===== src/rtl/multiply_unit_pkg.sv =====
// multiply_unit_pkg: shared types, type-field bit indices and parameter checks for multiply_unit.
// Build option MULTIPLY_UNIT_EARLY_TERM_EN is consumed by multiply_unit.
package multiply_unit_pkg;
    typedef enum logic [2:0] {
        MT_MUL   = 3'b000,
        MT_MLA   = 3'b001,
        MT_UMULL = 3'b100,
        MT_UMLAL = 3'b101,
        MT_SMULL = 3'b110,
        MT_SMLAL = 3'b111
    } mul_type_t;
    typedef enum logic [1:0] {
        S_IDLE,
        S_CALC,
        S_FIX,
        S_RESP
    } mul_state_t;
    localparam int TYPE_LONG   = 2;
    localparam int TYPE_SIGNED = 1;
    localparam int TYPE_ACC    = 0;
    function automatic bit radix_legal(input int r);
        return (r == 1) || (r == 2) || (r == 4) || (r == 8);
    endfunction
endpackage


===== src/rtl/multiply_unit_ppu.sv =====
// partial_product_unit: WIDTH x RADIX_BITS partial product, shifted into place and added
// to the running 2*WIDTH-bit sum (purely combinational).
module partial_product_unit #(
    parameter int WIDTH      = 32,
    parameter int RADIX_BITS = 2,
    parameter int SW         = $clog2(2 * WIDTH)
) (
    input  logic [WIDTH-1:0]      mcand_i,
    input  logic [RADIX_BITS-1:0] digit_i,
    input  logic [SW-1:0]         shift_i,
    input  logic [2*WIDTH-1:0]    sum_i,
    output logic [2*WIDTH-1:0]    sum_o
);
    logic [2*WIDTH-1:0] pp;
    always_comb begin
        pp = '0;
        for (int i = 0; i < RADIX_BITS; i++)
            pp = digit_i[i] ? pp + ({{WIDTH{1'b0}}, mcand_i} << i) : pp;
        sum_o = sum_i + (pp << shift_i);
    end
endmodule


===== src/rtl/multiply_unit.sv =====
// multiply_unit: iterative MUL/MLA/UMULL/UMLAL/SMULL/SMLAL with valid/ready on both sides.
// Define MULTIPLY_UNIT_EARLY_TERM_EN to end CALC once the remaining multiplier bits are zero.
module multiply_unit
    import multiply_unit_pkg::*;
#(
    parameter int WIDTH      = 32,
    parameter int RADIX_BITS = 2
) (
    input  logic               clk,
    input  logic               n_reset,
    input  logic               req_valid_i,
    output logic               req_ready_o,
    input  logic [2:0]         type_i,
    input  logic [WIDTH-1:0]   a_i,
    input  logic [WIDTH-1:0]   b_i,
    input  logic [WIDTH-1:0]   c_i,
    input  logic [WIDTH-1:0]   d_i,
    output logic               resp_valid_o,
    input  logic               resp_ready_i,
    output logic [2*WIDTH-1:0] result_o,
    output logic               n_flag_o,
    output logic               z_flag_o
);
    localparam int K  = WIDTH / RADIX_BITS;
    localparam int CW = $clog2(K + 1);
    localparam int SW = $clog2(2 * WIDTH);

    if (!radix_legal(RADIX_BITS) || (WIDTH % RADIX_BITS) != 0) begin : g_param_check
        $error("multiply_unit: RADIX_BITS must be 1, 2, 4 or 8 and divide WIDTH");
    end

    mul_state_t         state_q, state_d;
    logic [2:0]         type_q, type_d;
    logic [WIDTH-1:0]   mcand_q, mcand_d;
    logic [WIDTH-1:0]   mplier_q, mplier_d;
    logic [2*WIDTH-1:0] acc_q, acc_d;
    logic               neg_q, neg_d;
    logic [2*WIDTH-1:0] sum_q, sum_d;
    logic [CW-1:0]      cnt_q, cnt_d;
    logic [2*WIDTH-1:0] result_q, result_d;
    logic               n_q, n_d;
    logic               z_q, z_d;

    logic               accept;
    logic               sgn_in;
    logic               calc_last;
    logic               reserved;
    logic [SW-1:0]      shift;
    logic [2*WIDTH-1:0] pp_sum;
    logic [2*WIDTH-1:0] prod;
    logic [2*WIDTH-1:0] total;

    assign req_ready_o  = (state_q == S_IDLE) || (state_q == S_RESP && resp_ready_i);
    assign resp_valid_o = (state_q == S_RESP);
    assign result_o     = result_q;
    assign n_flag_o     = n_q;
    assign z_flag_o     = z_q;

    assign accept   = req_valid_i && req_ready_o;
    assign sgn_in   = type_i[TYPE_LONG] && type_i[TYPE_SIGNED];
    assign reserved = !type_q[TYPE_LONG] && type_q[TYPE_SIGNED];
    assign shift    = SW'(cnt_q * RADIX_BITS);
    // Magnitudes were multiplied unsigned; restore the sign before accumulating.
    assign prod     = neg_q ? -sum_q : sum_q;
    assign total    = prod + acc_q;

`ifdef MULTIPLY_UNIT_EARLY_TERM_EN
    assign calc_last = (cnt_q == CW'(K - 1)) || ((mplier_q >> RADIX_BITS) == '0);
`else
    assign calc_last = (cnt_q == CW'(K - 1));
`endif

    partial_product_unit #(
        .WIDTH(WIDTH),
        .RADIX_BITS(RADIX_BITS),
        .SW(SW)
    ) u_ppu (
        .mcand_i(mcand_q),
        .digit_i(mplier_q[RADIX_BITS-1:0]),
        .shift_i(shift),
        .sum_i(sum_q),
        .sum_o(pp_sum)
    );

    always_comb begin
        state_d  = state_q;
        type_d   = type_q;
        mcand_d  = mcand_q;
        mplier_d = mplier_q;
        acc_d    = acc_q;
        neg_d    = neg_q;
        sum_d    = sum_q;
        cnt_d    = cnt_q;
        result_d = result_q;
        n_d      = n_q;
        z_d      = z_q;
        case (state_q)
            S_CALC: begin
                sum_d    = pp_sum;
                mplier_d = mplier_q >> RADIX_BITS;
                cnt_d    = cnt_q + 1'b1;
                state_d  = calc_last ? S_FIX : S_CALC;
            end
            S_FIX: begin
                result_d = reserved ? '0 :
                           type_q[TYPE_LONG] ? total : {{WIDTH{1'b0}}, total[WIDTH-1:0]};
                n_d      = !reserved && (type_q[TYPE_LONG] ? total[2*WIDTH-1] : total[WIDTH-1]);
                z_d      = reserved || (type_q[TYPE_LONG] ? (total == '0) : (total[WIDTH-1:0] == '0));
                state_d  = S_RESP;
            end
            S_RESP:  state_d = resp_ready_i ? S_IDLE : S_RESP;
            default: state_d = state_q;
        endcase
        if (accept) begin
            state_d  = S_CALC;
            type_d   = type_i;
            mcand_d  = (sgn_in && a_i[WIDTH-1]) ? -a_i : a_i;
            mplier_d = (sgn_in && b_i[WIDTH-1]) ? -b_i : b_i;
            neg_d    = sgn_in && (a_i[WIDTH-1] ^ b_i[WIDTH-1]);
            acc_d    = !type_i[TYPE_ACC] ? '0 :
                       type_i[TYPE_LONG] ? {c_i, d_i} : {{WIDTH{1'b0}}, c_i};
            sum_d    = '0;
            cnt_d    = '0;
        end
    end

    always_ff @(posedge clk or negedge n_reset) begin
        if (!n_reset) begin
            state_q  <= S_IDLE;
            type_q   <= '0;
            mcand_q  <= '0;
            mplier_q <= '0;
            acc_q    <= '0;
            neg_q    <= 1'b0;
            sum_q    <= '0;
            cnt_q    <= '0;
            result_q <= '0;
            n_q      <= 1'b0;
            z_q      <= 1'b0;
        end else begin
            state_q  <= state_d;
            type_q   <= type_d;
            mcand_q  <= mcand_d;
            mplier_q <= mplier_d;
            acc_q    <= acc_d;
            neg_q    <= neg_d;
            sum_q    <= sum_d;
            cnt_q    <= cnt_d;
            result_q <= result_d;
            n_q      <= n_d;
            z_q      <= z_d;
        end
    end
endmodule


===== config.mk =====
export PLATFORM = sky130hd
export DESIGN_NAME = multiply_unit
export DESIGN_NICKNAME = d
export VERILOG_FILES = /design/src/rtl/multiply_unit_pkg.sv /design/src/rtl/multiply_unit_ppu.sv /design/src/rtl/multiply_unit.sv
export SDC_FILE = /design/constraint.sdc
export NUM_CORES = 1
export LEC_CHECK = 0
export ABC_AREA = 1
export BUFFER_PORTS_ARGS = -buffer_cell sky130_fd_sc_hd__clkbuf_2
export CAP_MARGIN = 40
export CORE_AREA = 2 2 235 237
export CTS_CLUSTER_DIAMETER = 150
export DETAILED_ROUTE_END_ITERATION = 10
export DIE_AREA = 0 0 237 239
export PLACE_DENSITY = 0.75
export SLEW_MARGIN = 40
export SYNTH_ARGS = -nofsm -noshare
export SYNTH_HDL_FRONTEND = slang
export SYNTH_HIERARCHICAL = 1
export SYNTH_SLANG_ARGS = --single-unit
export TNS_END_PERCENT = 1

===== constraint.sdc =====
create_clock -name clk -period 6.7 [get_ports clk]
set_clock_uncertainty 0.1 [all_clocks]
set_input_delay 0 -clock clk [delete_from_list [all_inputs] [get_ports clk]]
set_output_delay 0 -clock clk [all_outputs]
set_load 0.03 [all_outputs]

# --- After elaboration in Yosys (flattened, before gate mapping) ---
# Index checks and enable logic that the tools add are counted.
totals:
  ff_bits: 269
  output_inout_bits: 68
  inputBits: 135
  wordCells: 62
classes:
  shift: 1
  addsub: 7
  n_reduce_logical: 17
  bitwise_logic: 1
  n_eq_ne: 4
  n_mux: 21
ops:
  columns: ["cell", "n"]
  rows:
  - ["two-way mux 64 bit", 8]
  - ["two-way mux 32 bit", 5]
  - ["adder 64 bit", 2]
  - ["adder 64 x 33 -> 64 bit", 1]
  - ["logical NOT 64 bit", 1]
  - ["negation 32 bit", 2]
  - ["negation 64 bit", 1]
  - ["left shift 64 x 6 -> 64 bit", 1]
  - ["logical NOT 32 bit", 1]
  - ["two-way mux 5 bit", 2]
  - ["logical AND 1 bit", 8]
  - ["two-way mux 2 bit", 3]
  - ["one-hot mux 2 bit (3 select lines)", 1]
  - ["adder 5 x 1 -> 5 bit, second input constant", 1]
  - ["== test 5 x 4 -> 1 bit, second input constant", 1]
  - ["== test 2 bit, second input constant", 2]
  - ["nonzero test 4 bit", 1]
  - ["== test 2 x 1 -> 1 bit, second input constant", 1]
  - ["logical NOT 1 bit", 2]
  - ["logical NOT 2 bit", 1]
  - ["logical OR 1 bit", 2]
  - ["two-way mux 1 bit", 2]
  - ["nonzero test 2 bit", 1]
  - ["bitwise XOR 1 bit", 1]

# --- Logic depth before layout (Yosys ltp) ---
depth:
  word_depth: 7
  ltp_mapped: 45
  ltp_nobuf: 42

# --- By module ---
# Netlist, hierarchy kept.
by_module_without_submodules:
  columns: ["module", "area_each_um2", "seq_area_each_um2", "instances", "cells_per_inst"]
  rows:
  - ["multiply_unit", 20558.5, 6706.4, 1, 3200]
  - ["partial_product_unit", 10072.2, 0.0, 1, 2038]

# --- Worst setup path after synthesis ---
# No wires, ideal clock.
synth_timing:
  kind: "reg2reg"
  start: "register mplier_q[0]"
  end: "register sum_q[56]"
  path_slack_ps: 1651
  t_arrival_ps: 4829
  required_ps: 6480
  setup_ps: 120
  path_stages_with_launch: 41
  path_cell_list: "dfrtp_1 buf_6 buf_12 buf_8 nand2_1 inv_1 ha_1 fa_1 inv_1 nor2_1 nand2_1 nand2_2 nand2_1 nand2_1 nand2_1 nand3_1 nand2_1 nand2_1 [5 not listed] nand3_1 nand2_1 nand2_1 inv_1 ha_1 a21oi_1 inv_1 a31oi_1 inv_1 a21oi_1 nor2_1 a2111o_1 a21o_1 a21oi_1 xnor2_1 nand3_1 a21boi_0 inv_1"
synth_between:
  elab_chain_cells: 7
synth_rtl:
  columns: ["item", "line_no", "rtl"]
  rows:
  - ["start, declared", "multiply_unit.sv:35", "logic [WIDTH-1:0] mplier_q, mplier_d;"]
  - ["start signal, assigned", "multiply_unit.sv:144", "mplier_q <= mplier_d;"]
  - ["two-way mux 32 bit *", "multiply_unit_ppu.sv:18", "pp = digit_i[i] ? pp + ({{WIDTH{1'b0}}, mcand_i} << i) : pp;"]
  - ["adder 64 x 33 -> 64 bit", "multiply_unit_ppu.sv:18", null]
  - ["two-way mux 64 bit *", "multiply_unit_ppu.sv:18", null]
  - ["left shift 64 x 6 -> 64 bit *", "multiply_unit_ppu.sv:19", "sum_o = sum_i + (pp << shift_i);"]
  - ["adder 64 bit *", "multiply_unit_ppu.sv:19", null]
  - ["via pp_sum[56]", "multiply_unit.sv:49", "logic [2*WIDTH-1:0] pp_sum;"]
  - ["two-way mux 64 bit *", "multiply_unit.sv:97", "case (state_q)"]
  - ["two-way mux 64 bit *", "multiply_unit.sv:114", "if (accept) begin"]
  - ["end signal, assigned", "multiply_unit.sv:147", "sum_q <= sum_d;"]
  - ["end, declared", "multiply_unit.sv:38", "logic [2*WIDTH-1:0] sum_q, sum_d;"]
# Mark *: on every way through the listed nets, which the timed path passes. The rest lies on a longest branch. The select of a mux whose other input is x is not followed.
# A chain may end at the register's enable or synchronous reset.

# --- Worst setup path after layout ---
layout_timing:
  start: "register mplier_q[0]"
  end: "register sum_q[42]"
# The elaborated chain is that of the path after synthesis.

==> metrics.txt <==
clock-pin slew on the worst setup and hold paths 0.06 ns; DRT iter0 DRCs 3,841; Hold Vio Cnt, Final 0; max-slew violations 0; register area share after synthesis 21.9%; Post-Synthesis Cells 5,238; Layout Utilization 65.2%; #FFs+latches synth 268; CTS tree yes; RR Startpoint mplier_q[0]$_DFFE_PN0P_; Buf/Inv on CP 4; CP required 7.09 ns; synth cell count leaders nand2_1, inv_1, nor2_1; largest area contributor in the netlist dfrtp_1; top cells by area, synth dfrtp_1, nand2_1, inv_1, nand3_1, ha_1; Worst Hold Launch type_i[0]; initial antenna violation count 5; number of port buffers 202; clk sink count 268; Critical R2R Capture sum_q[42]$_DFFE_PN0P_; Syn Area/Cell 5.85 um2; number of synthesized flops with an enable pin 0; Setup Buffers After CTS 0; Vias 36.2k; R2R setup slack 0.44 ns; Startpoint Class register; Setup crit start mplier_q[0]$_DFFE_PN0P_; fin crit share 93.4%; kind of critical path register to register; Synth top area share 21.9%; most instantiated library cell after synthesis nand2_1; Levels on crit path 37; total track usage 42.6%; gpl congestion 1.02; H-tree levels 1; Die Wd 237 um; PD cells 620 nW/um2; # IOs 203; synth warn 6; drt wl/cell 19.5 um; headroom to the max-slew limit 45.9%; Post-synth top flop dfrtp_1; outcome complete, no violations; Worst-Margin Slew 0.812 ns; routed vias/inst 5.74; synthesized area 30,600 um2; row count 86; FFs w/ async S/R, synth 100%; Die ar. 56,600 um2; worst-case vdd ir drop 0.397 mV; Critical Path Fanout Max 14; post-place setup slack 0.424 ns; Top delay family on crit path compound AO/OA/AOI/OAI gates; Residual DRC 0; Worst Reg-to-Reg Cells 37; min Tclk post-route 6.26 ns; syn nets 5,531; Antenna Violating Nets Remaining 0; Setup WS post-layout 0.441 ns; max cap viols 0; Pleak 19.4 nW; Max Buffers Root-to-Sink 3; dpl hpwl 93,800 um; Core ar. 54,300 um2; fmax 0.160 GHz; unrepaired setup endpoints after global routing false; hold depth 4; Post-Route WL 123,000 um; largest net degree at the start of global routing 78; clock root buffer master clkbuf_16; TNS Setup 0 ns; first-pass GRT wire length 188,000 um; synth unique cells 66; clock buffer count from CTS 30; Crit path largest cell delay 0.52 ns; vias in the first global route 33.9k; Clock Latency Late Sink 0.60 ns; Layout Nets 5,869; share of post-route cells with drive strength above 1 7.83%; Starting Density 56.4%; grt ovf 0; final setup vio count 0; slowest CP cell dfrtp_2; Area growth, synth to finish 15.6%; Hold EP acc_q[49]$_DFFE_PN0P_; Crit path arrival time 6.65 ns; drt first pass iters 8; Critical Path End Type register; worst min-delay path category input pin to register; Die H 239 um; most used cell, CP nand2_1
==> registers in the layout, indices dropped and copies added, names as in the netlist <==
| name | count |
|---|---|
| acc_q | 64 |
| result_o | 64 |
| sum_q | 64 |
| mcand_q | 32 |
| mplier_q | 32 |
| cnt_q | 5 |
| state_q | 2 |
| type_q | 2 |
| n_flag_o | 1 |
| neg_q | 1 |
| z_flag_o | 1 |
==> how the worst max path moves through the flow <==
stage / to / slack, ns
after floorplan: sum_q[56]$_DFFE_PN0P_ / 1.65
after global placement: sum_q[42]$_DFFE_PN0P_ / 0.44
after detailed placement: sum_q[42]$_DFFE_PN0P_ / 0.42
after CTS: sum_q[42]$_DFFE_PN0P_ / 0.39
after global routing: sum_q[42]$_DFFE_PN0P_ / 0.01
final: sum_q[42]$_DFFE_PN0P_ / 0.44
==> cell usage in the layout (no fill, tap or decap), types with 21 or more instances in the layout <==
cell	Yosys	layout
nor3_1	40	40
nor2_2	34	34
nand2_1	1713	1711
dlygate4sd3_1	0	223
xor2_1	159	159
dfrtp_1	268	267
a31oi_1	77	77
nor2_1	495	494
nand3_1	492	492
inv_1	781	779
a21oi_1	203	201
clkbuf_16	0	30
buf_4	1	35
xnor2_1	44	44
o21ai_1	45	45
nand4_1	42	42
nand2_2	44	45
o21ai_0	247	247
nor4_1	21	21
a21boi_0	23	23
clkbuf_2	0	201
ha_1	155	154
==> area by class of cell <==
cell class	count	area, um2
Multi-Input combinational cell	4009	20200
Fill cell	5074	18900
Sequential cell	268	6710
Timing Repair Buffer	465	3600
Inverter	802	3010
Tap cell	704	881
Clock buffer	38	811
Clock inverter	14	149
Antenna cell	3	7.51
==> through the flow <==
step | hold WS, ns | std cells | instance area [um2] | total power [mW]
after floorplan | -0.396 | 5238 | 30600 | 14.6
after global placement | -0.140 | 6024 | 32200 | 19.3
after detailed placement | -0.140 | 6024 | 32200 | 19.4
after CTS | 0.00264 | 6300 | 35400 | 21.3
after global routing | 0.0721 | 6302 | 35400 | 23.7
final | 0.0660 | 6303 | 35400 | 22.0
==> tightest hold or removal path, stage by stage <==
cell and delay [ns]:
clkbuf_2 0.09, buf_4 0.32, nand2_1 0.20, o21ai_0 0.09
==> repair_timing <==
item | 4_1_cts | 5_1_grt
hold buffers | 224 | 0
gates resized for setup | 0 | 2
endpoints found under the setup margin | 0 | 5
hold endpoints to repair | 400 | 0
==> cells by family after synthesis <==
| logic type | Yosys count | share of synthesized area, % |
|---|---|---|
| and+or+nand+nor | 2942 | 40.4 |
| buffers and inverters | 961 | 12.1 |
| AOI/OAI and AO/OA | 703 | 13.2 |
| DFF | 268 | 21.9 |
| xor gates and xnor gates | 203 | 5.80 |
| adders and majority gates | 158 | 6.53 |
| muxes | 2 | 0.0654 |
| other | 1 | 0.0122 |
==> power by group <==
group	leakage [nW]	internal, mW	switching [mW]
logic	15.5	5.42	11.6
registers	3.46	2.35	0.909
clock network	0.474	0.932	0.728
total	19.4	8.70	13.3
==> layer usage <==
layer | up-vias | track usage [%] | part of all wire [%]
met5 | - | 0 | 0.0065
met4 | 2 | 26.6 | 7.4
met1 | 16400 | 51.9 | 39
met3 | 436 | 6.43 | 8.4
met2 | 1897 | 70.9 | 45
li1 | 17400 | - | -
Note: power is estimated with default switching activity, not from simulation.
